File: config.mk
export PLATFORM = sky130hd
export DESIGN_NAME = nn_inference_sequencer
export DESIGN_NICKNAME = d
export VERILOG_FILES = /design/src/rtl/nn_inference_sequencer.sv
export SDC_FILE = /design/constraint.sdc
export NUM_CORES = 1
export LEC_CHECK = 0
export ABC_AREA = 0
export BUFFER_PORTS_ARGS = -buffer_cell sky130_fd_sc_hd__buf_2
export CELL_PAD_IN_SITES_DETAIL_PLACEMENT = 1
export CELL_PAD_IN_SITES_GLOBAL_PLACEMENT = 2
export CORE_MARGIN = 5
export CORE_UTILIZATION = 32
export DETAILED_ROUTE_END_ITERATION = 7
export PLACE_DENSITY = 0.88
export SYNTH_ARGS = -nofsm -noshare
export SYNTH_HDL_FRONTEND = slang
export SYNTH_SLANG_ARGS = --single-unit
File: constraint.sdc
create_clock -name clk -period 2.4 [get_ports clk]
set_input_delay 0.24 -clock clk [delete_from_list [all_inputs] [get_ports clk]]
set_output_delay 0.24 -clock clk [all_outputs]
set_load 0.01 [all_outputs]
File: src/rtl/nn_inference_sequencer.sv
// nn_inference_sequencer: per-image controller that streams pixels from memory
// into the network input buffer, launches neural_net, waits for the class
// (with a timeout) and hands the result downstream. Images are chained with
// auto_run or run one at a time with start; the image index wraps.
//
// Result handshake: res_valid rises in RESULT and stays high, with res_class,
// res_err and res_image frozen, until a cycle in which res_ready is also high.
// That cycle is the transfer (including the very first RESULT cycle).
// res_valid never drops without a transfer, except on rst.
module nn_inference_sequencer #(
    parameter int IN_WIDTH       = 784,
    parameter int NUM_IMAGES     = 4,
    parameter int ADDR_W         = 16,
    parameter int TIMEOUT_CYCLES = 1024,
    localparam int IMG_W         = (NUM_IMAGES > 1) ? $clog2(NUM_IMAGES) : 1
) (
    input  logic              clk,
    input  logic              rst,
    input  logic              start,
    input  logic              auto_run,
    output logic              mem_rd_en,
    output logic [ADDR_W-1:0] mem_addr,
    input  logic [7:0]        mem_rd_data,
    output logic              pix_wr_en,
    output logic [9:0]        pix_wr_idx,
    output logic [7:0]        pix_wr_data,
    output logic              nn_start,
    input  logic              nn_done,
    input  logic [3:0]        nn_class,
    output logic              res_valid,
    input  logic              res_ready,
    output logic [3:0]        res_class,
    output logic              res_err,
    output logic [IMG_W-1:0]  res_image,
    output logic              busy
);

    localparam int TW = $clog2(TIMEOUT_CYCLES + 1);

    typedef enum logic [2:0] {
        S_IDLE,
        S_FETCH,
        S_DRAIN,
        S_LAUNCH,
        S_COMPUTE,
        S_RESULT
    } state_t;

    state_t             state;
    state_t             state_nxt;
    logic [9:0]         pix_cnt;
    logic [TW-1:0]      tmo_cnt;
    logic [ADDR_W-1:0]  base_addr;
    logic [IMG_W-1:0]   img_idx;
    logic               wr_en_q;
    logic [9:0]         wr_idx_q;
    logic [3:0]         res_class_q;
    logic               res_err_q;
    logic [IMG_W-1:0]   res_image_q;

    logic fetch_last;
    logic timeout_hit;
    logic accept;

    assign fetch_last  = (pix_cnt == 10'(IN_WIDTH - 1));
    assign timeout_hit = (tmo_cnt == TW'(TIMEOUT_CYCLES - 1));
    assign accept      = (state == S_RESULT) && res_ready;

    // State register; rst aborts any image straight back to IDLE.
    always_ff @(posedge clk) begin
        if (rst) begin
            state <= S_IDLE;
        end else begin
            state <= state_nxt;
        end
    end

    // Next-state decode and state-derived outputs.
    always_comb begin
        state_nxt = state;
        mem_rd_en = 1'b0;
        mem_addr  = '0;
        nn_start  = 1'b0;
        res_valid = 1'b0;
        busy      = (state != S_IDLE);
        case (state)
            S_IDLE: begin
                if (start || auto_run) state_nxt = S_FETCH;
            end
            S_FETCH: begin
                mem_rd_en = 1'b1;
                mem_addr  = base_addr + ADDR_W'(pix_cnt);
                if (fetch_last) state_nxt = S_DRAIN;
            end
            S_DRAIN: begin
                state_nxt = S_LAUNCH;
            end
            S_LAUNCH: begin
                nn_start  = 1'b1;
                state_nxt = S_COMPUTE;
            end
            S_COMPUTE: begin
                if (nn_done || timeout_hit) state_nxt = S_RESULT;
            end
            S_RESULT: begin
                res_valid = 1'b1;
                if (res_ready) state_nxt = auto_run ? S_FETCH : S_IDLE;
            end
            default: begin
                state_nxt = S_IDLE;
            end
        endcase
    end

    // Pixel counter and the 1-deep write pipeline that lines the index up
    // with memory read data arriving one cycle after the address.
    always_ff @(posedge clk) begin
        if (rst) begin
            pix_cnt  <= '0;
            wr_en_q  <= 1'b0;
            wr_idx_q <= '0;
        end else begin
            pix_cnt  <= (state == S_FETCH && !fetch_last) ? pix_cnt + 10'd1 : '0;
            wr_en_q  <= (state == S_FETCH);
            wr_idx_q <= (state == S_FETCH) ? pix_cnt : '0;
        end
    end

    assign pix_wr_en   = wr_en_q;
    assign pix_wr_idx  = wr_idx_q;
    assign pix_wr_data = wr_en_q ? mem_rd_data : 8'h00;

    // Compute timeout counter and result capture; nn_done beats the timeout.
    always_ff @(posedge clk) begin
        if (rst) begin
            tmo_cnt     <= '0;
            res_class_q <= '0;
            res_err_q   <= 1'b0;
            res_image_q <= '0;
        end else if (state == S_LAUNCH) begin
            tmo_cnt <= '0;
        end else if (state == S_COMPUTE) begin
            if (nn_done) begin
                res_class_q <= nn_class;
                res_err_q   <= 1'b0;
                res_image_q <= img_idx;
            end else if (timeout_hit) begin
                res_class_q <= 4'hF;
                res_err_q   <= 1'b1;
                res_image_q <= img_idx;
            end else begin
                tmo_cnt <= tmo_cnt + TW'(1);
            end
        end
    end

    assign res_class = res_class_q;
    assign res_err   = res_err_q;
    assign res_image = res_image_q;

    // Image index and base address step on each accepted result, wrapping.
    always_ff @(posedge clk) begin
        if (rst) begin
            img_idx   <= '0;
            base_addr <= '0;
        end else if (accept) begin
            if (img_idx == IMG_W'(NUM_IMAGES - 1)) begin
                img_idx   <= '0;
                base_addr <= '0;
            end else begin
                img_idx   <= img_idx + IMG_W'(1);
                base_addr <= base_addr + ADDR_W'(IN_WIDTH);
            end
        end
    end

endmodule

==> flow_metrics.py, run 1 <==
metrics = {
    "status": {
        "status": "finished, violations left",
        "failed_checks": "negative setup slack",
    },
    "sta": {
        "setup-violations-final": 1,
        "setup_ws_ps": -34.06,
        "finalMaxSlewViolations": 0,
        "fin_skew_ps": 3.777,
        "finalCriticalPeriod_ps": 2434,
        "timing_hold_violations_final": 0,
        "period_share_pct": 101.4,
        "slew-limit-headroom_pct": 54.50,
        "worst_slew_pin_slew_ps": 671.9,
        "fmax_mhz": 410.8,
    },
    "logic_synthesis": {
        "syn_nets": 349,
        "synth_edf_count": 0,
        "synth_ff_type": "dfxtp_1",
        "synth_seq_cells": 56,
        "yosys-top-cells-area": "dfxtp_1, and2_1, ha_1",
        "async_reset_ff_share_pct": 0,
        "ys_types": 43,
        "synth_area_leader_cell": "dfxtp_1",
        "avgSynthCellArea_um2": 8.727,
        "syn_inst": 321,
        "synth_top_area_share_pct": 40.02,
        "synth-warning-count": 0,
        "syn_area_um2": 2801,
        "ys_seq_area_share_pct": 40.02,
    },
    "global_route": {
        "grt_pass1_wl_um": 12520,
        "grt_max_degree": 19,
        "grt_overflow": 0,
        "grtUsageTotal_pct": 13.83,
        "grt_pass1_vias": 2592,
        "antenna_found_initial": 0,
    },
    "cts": {
        "cts_buffer_depth": 2,
        "clock_sinks": 56,
        "root_buffer": "clkbuf_8",
        "cts_tree": "done",
        "htree_levels": 2,
        "cts_buffers": 5,
        "insertion_delay_ps": 320,
        "clk_pin_slew_worst_paths_ps": 110,
    },
    "layout": {
        "nets": 414,
        "postLayoutCoreUtil_pct": 40.34,
        "final_area_um2": 3483,
        "drive_gt1_share_pct": 28.17,
        "syn2layout_area_growth_pct": 24.34,
        "antenna_cells": 0,
    },
    "floorplan": {
        "die_width_um": 103.6,
        "core_area_um2": 8636,
        "die_area_um2": 10730,
        "rows": 34,
        "start_util_pct": 32.44,
        "ios": 64,
        "die_y_um": 103.6,
    },
    "place": {
        "gp_congestion": 0.7766,
        "hpwl_um": 5471,
        "placed_area_um2": 3243,
        "numPortBuffers": 63,
    },
    "route": {
        "routed_wl_um": 7730,
        "routed_via_density": 5.176,
        "drt_pass1_iterations": 4,
        "ant_nets": 0,
        "drc_errors": 0,
        "wl_per_cell_um": 15.62,
        "initialDrtViolationCount": 51,
        "vias": 2562,
    },
    "worst_setup_path": {
        "critical_path_arrival_ps": 2190,
        "start_kind": "flip-flop",
        "crit_family": "compound AO/OA/AOI/OAI gates",
        "cp_num_buf_inv": 1,
        "crit_fanout": 6,
        "crit_path_end_kind": "output port",
        "cp_slowest_cell": "a311oi_1",
        "worstPathCellList": "ha_4, a211oi_4, o21bai_2, a311oi_1, nor2_1, buf_2",
        "critPathKind": "reg -> out",
        "cpPeakStageDelay_ps": 450,
        "cp.required_ps": 2160,
    },
    "pwr": {
        "vdd_drop_max_mv": 0.2647,
        "p_leak_uw": 0.001426,
        "powerDensity_nw_per_um2": 587.8,
    },
    "flow_run": {
        "drv_cap": 0,
    },
    "worst_hold_path": {
        "hold_class": "in -> reg",
    },
}
==> flip-flops by register name, summed over array words and instances (netlist names), 2 cells and up <==
| signal | count |
|---|---|
| tmo_cnt | 11 |
| res_class | 4 |
| img_idx | 2 |
| res_image | 2 |
| pix_wr_idx | 10 |
| base_addr | 12 |
| pix_cnt | 10 |
| state | 3 |
==> power breakdown <==
group          switching, µW  internal [µW]
logic                    286            185
registers               63.2            961
clock network            342            211
total                    692           1360
==> cell type report <==
cell class                 instances  area, µm²
fill                            1067       5152
clock inverter                     3      22.52
timing repair buffer              74      397.9
sequential                        56       1146
clock buffer                       5      68.82
inverter                          10      40.04
multi-input combinational        239       1673
tap                              108      135.1
==> final timing paths <==
path | from | to | slack [ps] | depth (start not counted)
worst min-delay path | nn_class[2] | res_class[2] | 250 | 4
worst max register to register | state[2] | tmo_cnt[3] | 390 | 5
worst max-delay path | pix_cnt[5] | mem_addr[10] | -30 | 6
worst min register to register | res_class[2] | res_class[2] | 470 | 1
==> through the flow <==
step                hold slack, ps  worst slack (ps)  total power, µW  cells  TNS, ps
floorplan                    419.7             355.8             1354    321        0
global placement             443.7             225.7             1512    485        0
detailed placement           447.7             191.4             1522    485        0
CTS                          257.0             17.40             2070    494        0
global route                 250.7            -102.7             2178    495   -132.8
finish                       254.9            -34.06             2048    495   -34.06
==> tightest hold or removal path: stages <==
cell     delay, ps
buf_2          100
inv_1           40
a31oi_1         70
o21a_1         100
==> synth_stat cells (2+ instances only) <==
cell type / n
inv_1: 9
or3_1: 11
o31ai_1: 2
or4_1: 2
ha_1: 10
xor2_1: 13
o21a_1: 6
a31oi_1: 6
buf_2: 10
a2111o_1: 2
xnor2_1: 9
nor3b_1: 4
nand2_1: 17
and2_1: 25
mux2i_1: 9
nand4_1: 8
a21oi_1: 19
a21o_1: 4
nor2_1: 30
clkbuf_1: 6
nand3_1: 12
dfxtp_1: 56
nand2b_1: 9
nor4_1: 4
o21ai_0: 14
and4_1: 5
and3_1: 3
==> cell usage in the layout (no fill, tap or decap), types with 8 or more instances in the layout <==
cell type  netlist  final
buf_2           10     63
dfxtp_1         56     46
nor2_1          30     30
and2_1          25     25
a21oi_1         19     18
nand2_1         17     17
xor2_1          13     13
o21ai_0         14     12
nand3_1         12     11
buf_4            0     11
or3_1           11     10
inv_1            9      9
nand2b_1         9      9
mux2i_1          9      9
xnor2_1          9      9
nand4_1          8      8
==> routing by layer <==
metal	routed length, µm	share of wire [%]	track usage [%]	vias up
met4	154	2.0	3.187	0
met2	4058	52	24.50	39
met1	3227	42	16.51	1253
li1	-	-	-	1258
met5	0	0	0	-
met3	289	3.7	3.794	12
==> cell families after synthesis <==
kind of cell,Yosys count,share of synthesized area (%)
DFF,56,40.02
buffers and inverters,27,4.332
AOI/OAI and AO/OA,62,14.16
and+or+nand+nor,135,26.93
xor gates and xnor gates,22,6.878
muxes,9,3.216
adders and majority gates,10,4.466
==> timing repair <==
item,in CTS,in global routing
endpoints found under the setup margin,7,7
setup buffers,0,1
cloned,1,0
pin swaps,1,3
resized for setup,17,17
hold buffers,0,0
Note: power is estimated with default switching activity, not from simulation.
==> inputs of run 2 (changes only) <==
- ABC_AREA: 0 -> 1
- CORE_UTILIZATION: 32 -> 30
- HOLD_SLACK_MARGIN: unset -> 0.03
==> flow_metrics.py, run 2 <==
metrics = {
    "status": {
        "status": "completed",
    },
    "cts": {
        "cts_tree": "done",
        "cts_buffer_depth": 2,
        "postCtsHoldBufs": 0,
        "root_buffer": "clkbuf_8",
        "cts_buffers": 5,
        "clock_sinks": 56,
        "htree_levels": 2,
        "insertion_delay_ps": 320,
        "clk_pin_slew_worst_paths_ps": 110,
    },
    "layout": {
        "drive_gt1_share_pct": 21.11,
        "reg.largest.list": "base_addr (12), tmo_cnt (11)",
        "layout_common_cells": "nand2_1, nor2_1, buf_2, dfxtp_1, inv_1",
        "nets": 515,
        "postLayoutCoreUtil_pct": 36.09,
        "largest_reg_flops": 12,
        "syn2layout_area_growth_pct": 18.75,
        "antenna_cells": 0,
        "regMostFlops": "base_addr",
        "final_cells": 621,
        "mostFrequentLayoutCell": "nand2_1",
        "nFillCells": 1246,
    },
    "pwr": {
        "switching_share_pct": 38.48,
        "p_seq_share_pct": 46.5,
        "p_leak_uw": 0.001591,
        "clkPwrFrac_pct": 23.5,
        "powerDensity_nw_per_um2": 669.8,
        "vdd_drop_max_mv": 0.3008,
        "p_switching_uw": 900.8,
        "total_power_uw": 2341,
        "pwr-share-comb_pct": 30.1,
        "internal-power_uw": 1440,
    },
    "place": {
        "hpwl_um": 6172,
        "numPortBuffers": 63,
        "pre_cts_ws_ps": 426.5,
        "post-place-cells": 613,
        "gp_congestion": 0.7732,
    },
    "worst_setup_path": {
        "crit_fanout": 4,
        "cp_slowest_cell": "dfxtp_1",
        "crit_path_end_kind": "output port",
        "worstPathCellList": "ha_1, nand2_1, nand2_1, nand2_1, nand2_1, inv_1, nand2_1, nand2_1, nand2_1, a21oi_1, buf_2",
        "cpPeakStageDelay_ps": 370,
        "cp.required_ps": 2160,
        "crit_top_cell": "nand2_1",
        "critPathKind": "reg -> out",
        "critical_path_arrival_ps": 1950,
        "start_kind": "flip-flop",
    },
    "global_route": {
        "antenna_found_initial": 0,
        "grtUsageTotal_pct": 13.84,
        "grt_pass1_vias": 2905,
        "grt_overflow": 0,
        "grt_max_degree": 19,
        "grt_pass1_wl_um": 13400,
    },
    "route": {
        "drc_errors": 0,
        "ant_nets": 0,
        "drt_pass1_iterations": 4,
        "routed_wl_um": 7674,
        "wl_per_cell_um": 12.36,
        "initialDrtViolationCount": 74,
        "routed_via_density": 4.496,
        "vias": 2792,
    },
    "sta": {
        "finalMaxSlewViolations": 0,
        "setup_ws_ps": 213.4,
        "finalSetupTns_ps": 0,
        "setup-violations-final": 0,
        "worst_slew_pin_slew_ps": 430.1,
        "period_share_pct": 91.11,
        "fin_skew_ps": 10.60,
        "rsz0062_at_grt": "no",
        "slew-limit-headroom_pct": 71.10,
        "finalCriticalPeriod_ps": 2187,
        "fmax_mhz": 457.3,
        "timing_hold_violations_final": 0,
    },
    "floorplan": {
        "die_width_um": 109.0,
        "ios": 64,
        "rows": 36,
        "core_area_um2": 9684,
        "die_y_um": 109.0,
        "die_area_um2": 11890,
        "start_util_pct": 30.39,
    },
    "logic_synthesis": {
        "synth_area_leader_cell": "dfxtp_1",
        "syn_inst": 420,
        "synth-warning-count": 0,
        "synth_edf_count": 0,
        "ys_seq_area_share_pct": 38.10,
        "yosys-top-cells-area": "dfxtp_1, nand2_1, nor2_1",
        "synth_most_common_cell": "nand2_1",
        "syn_nets": 448,
        "async_reset_ff_share_pct": 0,
        "syn_area_um2": 2943,
        "synth_top_area_share_pct": 38.10,
        "avgSynthCellArea_um2": 7.007,
        "ys_types": 39,
        "ys_top_cells_by_count": "nand2_1, nor2_1, dfxtp_1",
        "synth_seq_cells": 56,
        "synth_ff_type": "dfxtp_1",
    },
    "flow_run": {
        "drv_cap": 0,
    },
    "worst_hold_path": {
        "hold_class": "in -> reg",
    },
}
## run 2: routing by layer
metal  wire [µm]  track usage [%]  up-vias
met3         272            2.724       11
met1        3590            17.92     1294
met2        3705            23.42       36
li1            -                -     1451
met4         106            3.697        0
met5           0                0        -
## run 2: power groups by stage
stage	combinational [µW]	sequential (µW)	clock (µW)
6_report	704	1090	550
3_3_place_gp	693	1100	0
5_1_grt	799	1100	617
3_5_place_dp	721	1110	0
2_1_floorplan	525	1080	0
4_1_cts	724	1090	569
## run 2: kinds of logic after synthesis
kind of cell	after synthesis	synth area share [%]
DFF	56	38.10
AOI/OAI and AO/OA	49	8.759
and+or+nand+nor	231	36.35
muxes	1	0.3401
buffers and inverters	61	8.631
xor gates and xnor gates	12	3.571
adders and majority gates	10	4.252
## run 2: timing repair
action                                  CTS  global route
setup buffers                             0             0
endpoints found under the setup margin    0             4
gates resized for setup                   0             2
## run 2: path summary, 6_finish.rpt
kind                                  start           end  slack (ps)  cells past startpoint
worst max-delay path             pix_cnt[8]  mem_addr[13]         210                     11
worst max register to register   tmo_cnt[0]    tmo_cnt[5]         630                      8
worst min register to register  tmo_cnt[10]   tmo_cnt[10]         460                      2
worst min-delay path            nn_class[1]  res_class[1]         190                      3
## run 2: final cells by class
cell class / instances / area, µm² / area share, %
Clock buffer: 5 / 68.82 / 1.969
Timing Repair Buffer: 64 / 322.8 / 9.237
Multi-Input combinational cell: 303 / 1572 / 44.97
Clock inverter: 3 / 22.52 / 0.6445
Inverter: 57 / 220.2 / 6.301
Sequential cell: 56 / 1122 / 32.12
Tap cell: 133 / 166.4 / 4.762
## run 2: worst max-delay path: cells and delay by family, from the launching register on
family	cells	cell delay, ps
simple gates	7	540
fa+ha+maj	1	370
flops	1	370
buf+inv	2	210
compound gates	1	130
## run 2: per-stage QoR
step / hold slack (ps) / instance area (µm²)
5_1_grt: 201.8 / 3495
2_1_floorplan: 309.1 / 2943
3_3_place_gp: 433.5 / 3398
6_report: 190.3 / 3495
3_5_place_dp: 444.0 / 3398
4_1_cts: 184.2 / 3490
==> inputs of run 3 (changes only) <==
- CORE_UTILIZATION: 30 -> 32
- CTS_BUF_LIST: unset -> sky130_fd_sc_hd__clkbuf_4 sky130_fd_sc_hd__clkbuf_8 sky130_fd_sc_hd__clkbuf_16
- PLACE_DENSITY: 0.88 -> 0.93
- clock period: 2.4 -> 2.59 ns (I/O delays scaled with it)
==> flow_metrics.py, run 3 (synthesis results as in run 2) <==
metrics = {
    "worst_setup_path": {
        "reg2reg_slack_ps": 830,
        "critical_path_arrival_ps": 2050,
        "start_kind": "flip-flop",
        "worstReg2RegStart": "state[0]",
        "crit_path_end_kind": "output port",
        "r2r_end": "pix_cnt[2]",
        "reg2regPathDepth": 6,
        "critPathKind": "reg -> out",
        "cp.required_ps": 2330,
        "crit_fanout": 6,
    },
    "sta": {
        "fmax_mhz": 432.3,
        "worst_slew_pin_slew_ps": 647.4,
        "period_share_pct": 89.32,
        "rsz0062_at_grt": "no",
        "setup_ws_ps": 276.6,
        "finalSetupTns_ps": 0,
        "finalCriticalPeriod_ps": 2313,
        "timing_hold_violations_final": 0,
        "setup-violations-final": 0,
        "fin_hold_ws_ps": 230.7,
        "slew-limit-headroom_pct": 56.70,
        "fin_skew_ps": 10.75,
        "finalMaxSlewViolations": 0,
    },
    "pwr": {
        "powerDensity_nw_per_um2": 622.6,
        "clkPwrFrac_pct": 23.6,
        "internal-power_uw": 1345,
        "vdd_drop_max_mv": 0.3711,
        "p_switching_uw": 809.4,
        "p_leak_uw": 0.001580,
        "pwr-share-comb_pct": 29.6,
        "p_seq_share_pct": 46.7,
        "switching_share_pct": 37.56,
    },
    "layout": {
        "register_area_um2": 1121,
        "drive_gt1_share_pct": 20.53,
        "mostFrequentLayoutCell": "nand2_1",
        "largest_reg_flops": 12,
        "nets": 514,
        "reg.largest.list": "base_addr (12), tmo_cnt (11)",
        "multi_input_area_um2": 1568,
        "regMostFlops": "base_addr",
        "antenna_cells": 0,
        "nFillCells": 1207,
        "layout_common_cells": "nand2_1, nor2_1, buf_2, dfxtp_1, inv_1",
        "syn2layout_area_growth_pct": 17.60,
    },
    "route": {
        "routed_via_density": 4.635,
        "routed_wl_um": 7408,
        "ant_nets": 0,
        "wl_per_cell_um": 12.39,
        "drt_pass1_iterations": 4,
        "initialDrtViolationCount": 45,
        "drc_errors": 0,
        "vias": 2772,
    },
    "floorplan": {
        "rows": 35,
        "die_y_um": 105.9,
        "core_area_um2": 9109,
        "ios": 64,
        "start_util_pct": 32.31,
        "die_area_um2": 11210,
        "die_width_um": 105.9,
    },
    "place": {
        "gp_congestion": 0.8189,
        "hpwl_um": 5928,
        "numPortBuffers": 63,
        "pre_cts_ws_ps": 601.4,
    },
    "cts": {
        "clk_pin_slew_worst_paths_ps": 110,
        "cts_buffer_depth": 2,
        "htree_levels": 2,
        "cts_buffers": 5,
        "post_cts_resized": 0,
        "insertion_delay_ps": 310,
        "root_buffer": "clkbuf_8",
        "post_cts_buffers": 0,
        "cts_tree": "done",
        "postCtsHoldBufs": 0,
        "clock_sinks": 56,
    },
    "worst_hold_path": {
        "hold_class": "in -> reg",
        "hold_end": "res_class[3]",
        "hp-start": "nn_class[3]",
        "whs_path_depth": 3,
    },
    "global_route": {
        "grt_overflow": 0,
        "grt_max_degree": 18,
        "grtUsageTotal_pct": 13.75,
        "antenna_found_initial": 0,
        "grt_pass1_vias": 2887,
        "grt_pass1_wl_um": 12940,
    },
    "status": {
        "status": "completed",
    },
    "flow_run": {
        "drv_cap": 0,
    },
}
==> run 3: power groups by stage <==
stage	logic, µW	registers [µW]	clock network (µW)
3_5_place_dp	652	1030	0
4_1_cts	653	1010	536
2_1_floorplan	486	999	0
3_3_place_gp	632	1020	0
6_report	638	1010	510
5_1_grt	725	1020	566
==> run 3: worst max-delay path, cell delays in order, from the launching register on <==
cell and delay (ps):
dfxtp_1 380, ha_1 350, nor2_1 50, a21oi_1 300, nand2_1 120, nand2_1 160
nand2_1 90, a21oi_1 140, buf_2 140
==> run 3: through the flow <==
| stage | total power [µW] | std cells | instance area (µm²) | util, % |
|---|---|---|---|---|
| floorplan | 1486 | 420 | 2943 | - |
| global placement | 1654 | 590 | 3363 | 36.92 |
| detailed placement | 1678 | 590 | 3363 | 36.92 |
| CTS | 2195 | 598 | 3461 | 37.99 |
| global route | 2310 | 598 | 3461 | 37.99 |
| finish | 2155 | 598 | 3461 | 37.99 |
==> run 3: final cells by class <==
cell class	count	area share [%]
Timing Repair Buffer	63	9.111
Inverter	57	6.363
Clock inverter	2	0.4338
Tap cell	111	4.013
Multi-Input combinational cell	303	45.30
Sequential cell	56	32.39
Clock buffer	6	2.386
==> run 3: layer usage <==
| metal | GRT usage (%) | up-vias | wire, µm |
|---|---|---|---|
| li1 | - | 1454 | - |
| met1 | 17.24 | 1280 | 3543 |
| met2 | 24.54 | 33 | 3577 |
| met3 | 2.489 | 5 | 220 |
| met4 | 3.053 | 0 | 66 |
| met5 | 0 | - | 0 |
==> run 3: worst max-delay path by stage <==
stage                             from      endpoint  slack [ps]  cells after the start
after global routing      base_addr[6]  mem_addr[14]          10                      8
final                     base_addr[6]  mem_addr[12]         280                      8
after floorplan           base_addr[5]  mem_addr[12]         880                      7
after detailed placement  base_addr[6]  mem_addr[12]         600                      8
after global placement    base_addr[5]  mem_addr[12]         680                      8
after CTS                 base_addr[6]  mem_addr[12]         240                      8
